## src/rtl/fifo_arb_pkg.sv

```systemverilog
// Shared FSM state encoding and width helpers for the FIFO write arbiter.
package fifo_arb_pkg;

    localparam logic [0:0] IDLE  = 1'b0;
    localparam logic [0:0] GRANT = 1'b1;

    typedef enum logic [0:0] {
        ST_IDLE  = IDLE,
        ST_GRANT = GRANT
    } state_t;

    localparam int unsigned DEF_NUM_REQ   = 4;
    localparam int unsigned DEF_MAX_BURST = 4;

    function automatic int unsigned idx_w(input int unsigned n);
        return (n > 1) ? $clog2(n) : 1;
    endfunction

    function automatic int unsigned cnt_w(input int unsigned max_burst);
        return $clog2(max_burst + 1);
    endfunction

    localparam int unsigned DEF_IDX_W = idx_w(DEF_NUM_REQ);
    localparam int unsigned DEF_CNT_W = cnt_w(DEF_MAX_BURST);

endpackage

```

## src/rtl/fifo_wr_arbiter_rr_pick.sv

```systemverilog
// Combinational round-robin picker: first requester searching upward from last+1.
module rr_pick
    import fifo_arb_pkg::*;
#(
    parameter int unsigned NUM_REQ = DEF_NUM_REQ,
    parameter int unsigned IDX_W   = idx_w(NUM_REQ)
) (
    input  logic [NUM_REQ-1:0] req,
    input  logic [IDX_W-1:0]   last,
    output logic               valid,
    output logic [IDX_W-1:0]   winner
);

    // The final iteration revisits 'last', so it wins only as the sole requester.
    always_comb begin
        logic [IDX_W-1:0] cand;
        valid  = 1'b0;
        winner = '0;
        cand   = '0;
        for (int unsigned i = 1; i <= NUM_REQ; i++) begin
            cand = IDX_W'((32'(last) + i) % NUM_REQ);
            if (!valid && req[cand]) begin
                valid  = 1'b1;
                winner = cand;
            end
        end
    end

endmodule

```

## src/rtl/fifo_wr_arbiter.sv

```systemverilog
// Round-robin write arbiter in front of an async FIFO write port.
// Define FIFO_WR_ARB_BURST_EN for up to MAX_BURST beats per grant; otherwise one beat per grant.
module fifo_wr_arbiter
    import fifo_arb_pkg::*;
#(
    parameter int unsigned NUM_REQ    = DEF_NUM_REQ,
    parameter int unsigned DATA_WIDTH = 8,
    parameter int unsigned MAX_BURST  = DEF_MAX_BURST
) (
    input  logic                            wr_clk,
    input  logic                            wr_rst,
    input  logic [NUM_REQ-1:0]              req,
    input  logic [NUM_REQ*DATA_WIDTH-1:0]   req_data,
    output logic [NUM_REQ-1:0]              ack,
    input  logic                            fifo_full,
    output logic                            fifo_wr_en,
    output logic [DATA_WIDTH-1:0]           fifo_wr_data,
    output logic [$clog2(NUM_REQ)-1:0]      grant_id,
    output logic                            busy
);

    localparam int unsigned IDX_W = idx_w(NUM_REQ);

    if (NUM_REQ < 2 || NUM_REQ > 8) begin : g_bad_num_req
        $error("NUM_REQ out of range");
    end
    if (MAX_BURST < 1 || MAX_BURST > 16) begin : g_bad_max_burst
        $error("MAX_BURST out of range");
    end

    state_t           state;
    logic [IDX_W-1:0] last_grant;
    logic [IDX_W-1:0] pick_last;
    logic [IDX_W-1:0] pick_id;
    logic             pick_valid;
    logic             own_req;
    logic             beat;
    logic             burst_done;
    logic             release_grant;

    assign own_req = req[grant_id];
    // Gating on wr_rst keeps a reset cycle from emitting a partial beat.
    assign beat    = wr_rst && (state == ST_GRANT) && own_req && !fifo_full;

`ifdef FIFO_WR_ARB_BURST_EN
    localparam int unsigned CNT_W = cnt_w(MAX_BURST);
    logic [CNT_W-1:0] beat_cnt;

    assign burst_done = (beat_cnt == CNT_W'(MAX_BURST - 1));

    always_ff @(posedge wr_clk) begin
        if (!wr_rst || release_grant) begin
            beat_cnt <= '0;
        end else if (beat) begin
            beat_cnt <= beat_cnt + CNT_W'(1);
        end
    end
`else
    assign burst_done = 1'b1;
`endif

    assign release_grant = (state == ST_GRANT) && (!own_req || (beat && burst_done));
    assign pick_last     = (state == ST_IDLE) ? last_grant : grant_id;

    rr_pick #(
        .NUM_REQ (NUM_REQ),
        .IDX_W   (IDX_W)
    ) u_pick (
        .req    (req),
        .last   (pick_last),
        .valid  (pick_valid),
        .winner (pick_id)
    );

    always_ff @(posedge wr_clk) begin
        if (!wr_rst) begin
            state      <= ST_IDLE;
            grant_id   <= '0;
            last_grant <= IDX_W'(NUM_REQ - 1);
        end else begin
            case (state)
                ST_IDLE: begin
                    if (pick_valid) begin
                        grant_id <= pick_id;
                        state    <= ST_GRANT;
                    end
                end
                ST_GRANT: begin
                    if (release_grant) begin
                        last_grant <= grant_id;
                        if (pick_valid) begin
                            grant_id <= pick_id;
                        end else begin
                            state <= ST_IDLE;
                        end
                    end
                end
                default: state <= ST_IDLE;
            endcase
        end
    end

    assign fifo_wr_en   = beat;
    assign ack          = beat ? (NUM_REQ'(1) << grant_id) : '0;
    assign fifo_wr_data = req_data[32'(grant_id) * DATA_WIDTH +: DATA_WIDTH];
    assign busy         = (state == ST_GRANT);

endmodule

```

## config.mk

```make
export PLATFORM = sky130hd
export DESIGN_NAME = fifo_wr_arbiter
export DESIGN_NICKNAME = d
export VERILOG_FILES = /design/src/rtl/fifo_arb_pkg.sv /design/src/rtl/fifo_wr_arbiter_rr_pick.sv /design/src/rtl/fifo_wr_arbiter.sv
export SDC_FILE = /design/constraint.sdc
export NUM_CORES = 1
export LEC_CHECK = 0
export CORE_AREA = 5 5 51 53
export CTS_BUF_LIST = sky130_fd_sc_hd__clkbuf_8 sky130_fd_sc_hd__clkbuf_16
export DETAILED_ROUTE_END_ITERATION = 10
export DIE_AREA = 0 0 56 58
export GPL_TIMING_DRIVEN = 1
export PLACE_DENSITY = 0.79
export SLEW_MARGIN = 40
export SYNTH_ARGS = -nofsm -noshare
export SYNTH_HDL_FRONTEND = slang
export SYNTH_SLANG_ARGS = --single-unit
```

## constraint.sdc

```tcl
create_clock -name wr_clk -period 2.8 [get_ports wr_clk]
set_input_delay 0.84 -clock wr_clk [delete_from_list [all_inputs] [get_ports wr_clk]]
set_output_delay 0.84 -clock wr_clk [all_outputs]
set_load 0.005 [all_outputs]
```

# After elaboration in Yosys (flattened, before gate mapping)
# Cells that the tools add are included.
totals:
  out_inout_bits: 16
  word_cells: 56
  inputBits: 39
  reg_bits: 5
classes:
  reduce_logical: 14
  n_mux: 26
  order_cmp: 5
  n_bitwise: 1
  n_addsub: 4
  eq_ne: 1
  n_shift: 2
op_table:
  columns: ["operator", "count"]
  rows:
  - ["$shiftx 32x6->8", 1]
  - ["$lt 2x3->1 const B", 5]
  - ["$mux 2", 7]
  - ["$mux 1", 11]
  - ["$bmux 1 s2", 5]
  - ["$logic_and 1x1->1", 7]
  - ["$logic_not 1->1", 5]
  - ["$add 2x1->2 const B", 2]
  - ["$add 2x2->2 const B", 2]
  - ["$mux 4", 1]
  - ["$pmux 2 s2", 1]
  - ["$shl 1x2->4 const A", 1]
  - ["$ne 2x1->1 const B", 1]
  - ["$pmux 1 s2", 1]
  - ["$reduce_and 2->1", 1]
  - ["$logic_or 1x1->1", 1]
  - ["$not 1->1", 1]

# Logic depth before layout (Yosys ltp)
logic_depth:
  ltp_word: 17
  ltp_mapped: 5
  mapped_depth_nobuf: 4

# Cells and area by module
# From an unflattened synthesis, not the netlist that was laid out.
hier_totals:
  cells_unflattened: 65
  hier_area_um2: 641.9
modules_own_cells:
  columns: ["module", "seq_area_each_um2", "cells_per_inst", "area_each_um2", "instances"]
  rows:
  - ["fifo_wr_arbiter", 100.1, 51, 550.5, 1]
  - ["rr_pick", 0.0, 14, 91.3, 1]

# Worst setup path after synthesis
# Ideal clock, no wire load.
synth_timing:
  path_kind: "input to output"
  from: "input port req[3]"
  to: "output port ack[3]"
  cell_stages: 3
  setup_slack_ps: 196
  n_path_buf: 0
  required_ps: 1960
  arrival_ps: 1764
  path_cell_list: "mux4_2 and4b_4 and3_1"
synth_via:
  elab_chain_cells: 5
synth_rtl:
  columns: ["item", "line", "source"]
  rows:
  - ["from (decl)", "fifo_wr_arbiter.sv:12", "input logic [NUM_REQ-1:0] req,"]
  - ["$bmux 1 s2", "fifo_wr_arbiter.sv:41", "assign own_req = req[grant_id];"]
  - ["$mux 1 (implied by the code)", "fifo_wr_arbiter.sv:41", null]
  - ["$logic_and 1x1->1 (2 in a row)", "fifo_wr_arbiter.sv:43", "assign beat = wr_rst && (state == ST_GRANT) && own_req && !fifo_full;"]
  - ["via fifo_wr_en", "fifo_wr_arbiter.sv:16", "output logic fifo_wr_en,"]
  - ["$mux 4", "fifo_wr_arbiter.sv:104", "assign ack = beat ? (NUM_REQ'(1) << grant_id) : '0;"]
  - ["to (decl)", "fifo_wr_arbiter.sv:14", "output logic [NUM_REQ-1:0] ack,"]
# The timed path passes the listed nets, and every way through them passes these cells. The select of a mux whose other input is x is not followed.

# Final worst setup path
layout_timing:
  from: "input port req[3]"
  to: "output port ack[2]"
layout_via:
  elab_chain_cells: 5
layout_rtl:
  columns: ["item", "line"]
  rows:
  - ["$bmux 1 s2", "fifo_wr_arbiter.sv:41"]
  - ["$mux 1 (implied by the code)", "fifo_wr_arbiter.sv:41"]
  - ["$logic_and 1x1->1 (2 in a row)", "fifo_wr_arbiter.sv:43"]
  - ["$mux 4", "fifo_wr_arbiter.sv:104"]
# Every way passes these cells. The select of a mux whose other input is x is not followed.

==> impl_metrics.toml <==
[yosys]
synth_nets = 90
synth_seq_cells = 5
synthFlopType = "dfxtp_1"
synth-simple-area-share_pct = 17.85
yosysUniqueCellTypes = 31
synth-compound-area-share_pct = 13.98
ys_seq_area_share_pct = 17.20
synthAdderAreaFrac_pct = 0
synth_area_leader_cell = "mux4_2"
yosys_warnings = 0
synth_enable_flop_cells = 0
synth_area_leaders = "mux4_2, dfxtp_1, mux4_1, mux2i_1, a31oi_4"
synthXorXnorAreaFrac_pct = 0
synthDominantCellAreaShare_pct = 27.10
postSynthAreaPerCell_um2 = 11.41
synth.cell_area_um2 = 581.8
synth_top_family_by_area = "multiplexers"
synthMuxAreaShare_pct = 44.95
syn_inst = 51
async_flop_share_pct = 0

[die]
fp.dieH_um = 58
die_w_um = 56
io_pins = 55
std_cell_rows = 17
placeableCoreArea_mm2 = 0.002106
start_util_pct = 27.63
dieArea_mm2 = 0.003248

[layout]
area_growth_pct = 111.4
nFillCells = 186
fin_cells = 144
multiInputGateArea_um2 = 451.7
layout-drive-gt1-share_pct = 33.62
n_antenna_cell = 0
layout_common_cells = "clkdlybuf4s50_1, buf_4, mux4_2"
postLayoutCoreUtil_pct = 58.41
layout.nets = 156
register_area_um2 = 100.1
final_common_cell = "clkdlybuf4s50_1"

[placed_design]
dp_hpwl_um = 1813
port-buffer-count = 54
gp_congestion = 0.7606
place_ws_ns = -0.8133
placed_cells = 138

[clocking]
cts_buffers = 3
ctsLongestPathBuffers = 2
cts_tree = "yes"
clk_latency_ns = 0.22
cts_sinks = 5
ctsHoldBuffers = 0
htree_levels = 1
clockRootBuffer = "clkbuf_8"
clk_pin_slew_ns = 0.03

[critical_path]
r2r-end = "grant_id[0]"
endpoint = "ack[2]"
rrSetupSlack_ns = 1.16
crit_fanout = 5
crit_path_start_kind = "input pin"
regToRegStartpoint = "busy"
rr_worst_depth = 5
critPathKind = "input pin to output pin"
worstSetupStartpoint = "req[3]"
cp.arrival_ns = 1.94
critPathRequiredTime_ns = 1.96
cp-end-kind = "output pin"

[sta]
setup_ws_ns = 0.01769
period_minus_slack_ns = 2.782
setup_tns_ns = 0
whs_ns = 0.4741
maxSlewHeadroom_pct = 72.18
rsz0062_at_grt = "true"
slew_violations = 0
period_share_pct = 99.37
hold_viol_final = 0
setup_violations = 0
max_clock_freq_mhz = 359.4
worst_slew_pin_slew_ns = 0.4057
fin_worst_skew_ns = 0.003888

[pwr]
power.share.clock_pct = 27.4
p_int_mw = 0.3344
ir_worst_vdd_uv = 429.5
p_leak_nw = 0.5161
share_comb_of_total_power_pct = 53.3
p_sw_mw = 0.1263
pwr-share-seq_pct = 19.3
p_sw_share_pct = 27.41
power_density_mw_per_mm2 = 374.5

[hold_path]
worstHoldPathType = "flip-flop to flip-flop"

[run_status]
outcome = "complete, no violations"

[run]
maxCapViolCount = 0

[detailed_routing]
vias_per_cell = 4.722
drt_iter0_drc = 20
via_count = 680
drt-total-wl_um = 2129
remaining_drc_errors = 0
antenna_left = 0
drt_first_pass_iters = 4
wire_per_inst_um = 14.78

[global_route]
grt_pass1_wl_um = 3387
grtUsageTotal_pct = 13.12
grt_antenna_before_repair = 0
grt_max_degree = 17
overflow = 0
grt_pass1_vias = 718
## worst min path at each step
stage | start | endpoint | cells past startpoint
floorplan | last_grant[0] | last_grant[0] | 2
global placement | last_grant[1] | last_grant[1] | 2
detailed placement | last_grant[0] | last_grant[0] | 2
CTS | last_grant[0] | last_grant[0] | 2
global route | last_grant[1] | last_grant[1] | 2
finish | last_grant[0] | last_grant[0] | 2
## flip-flops by register name, indices dropped and copies added (netlist names)
name	count
grant_id	2
busy	1
last_grant	2
## timing repair
action                                  CTS  global route
resized for setup                        54             8
pin swaps                                 1             0
cloned                                    0             0
endpoints found under the setup margin   13             6
buffers inserted                          1             1
## metrics by stage
| step | cell area (um^2) | power (mW) |
|---|---|---|
| 2_1_floorplan | 581.8 | 0.2113 |
| 3_3_place_gp | 1194 | 0.3434 |
| 3_5_place_dp | 1194 | 0.3485 |
| 4_1_cts | 1224 | 0.4674 |
| 5_1_grt | 1230 | 0.4912 |
| 6_report | 1230 | 0.4606 |
## critical path: stages
cell and delay [ns]:
buf_6 0.09, mux4_2 0.49, and4b_4 0.22, and3b_1 0.18, buf_2 0.13
## routing by layer
layer | track usage, % | share of wire [%] | up-vias
met5 | 0 | 0 | -
met3 | 5.791 | 7.5 | 2
li1 | - | - | 338
met2 | 24.37 | 54 | 30
met1 | 14.00 | 37 | 310
met4 | 2.034 | 1.4 | 0
## cells in the mapped netlist, types with 2 or more instances
library cell  n
and3_1        2
dfxtp_1       5
mux2i_1       4
mux4_1        2
mux4_2        7
nand2_1       4
nor2_1        3
## cell type report
type | instances | area share (%)
repair buffers | 65 | 48.32
well taps | 28 | 2.848
multi-input cells | 41 | 36.72
flip-flops and latches | 5 | 8.138
clock buffers | 3 | 3.357
clock inverters | 1 | 0.3052
inverters | 1 | 0.3052
## kinds of logic (layout without fill, tap and decap cells)
kind of cell / after synthesis / in the layout
flip-flops: 5 / 5
buffers and inverters: 5 / 70
multiplexers: 14 / 14
AO/OA/AOI/OAI: 9 / 9
AND/OR/NAND/NOR: 18 / 18
## power by group through the flow
stage | Clock (mW) | Sequential (mW) | Combinational, mW
floorplan | 0 | 0.0879 | 0.123
global placement | 0 | 0.0897 | 0.254
detailed placement | 0 | 0.0901 | 0.258
CTS | 0.128 | 0.0891 | 0.251
global route | 0.137 | 0.0908 | 0.264
finish | 0.126 | 0.0889 | 0.246
Power figures use the tool's default switching activity.
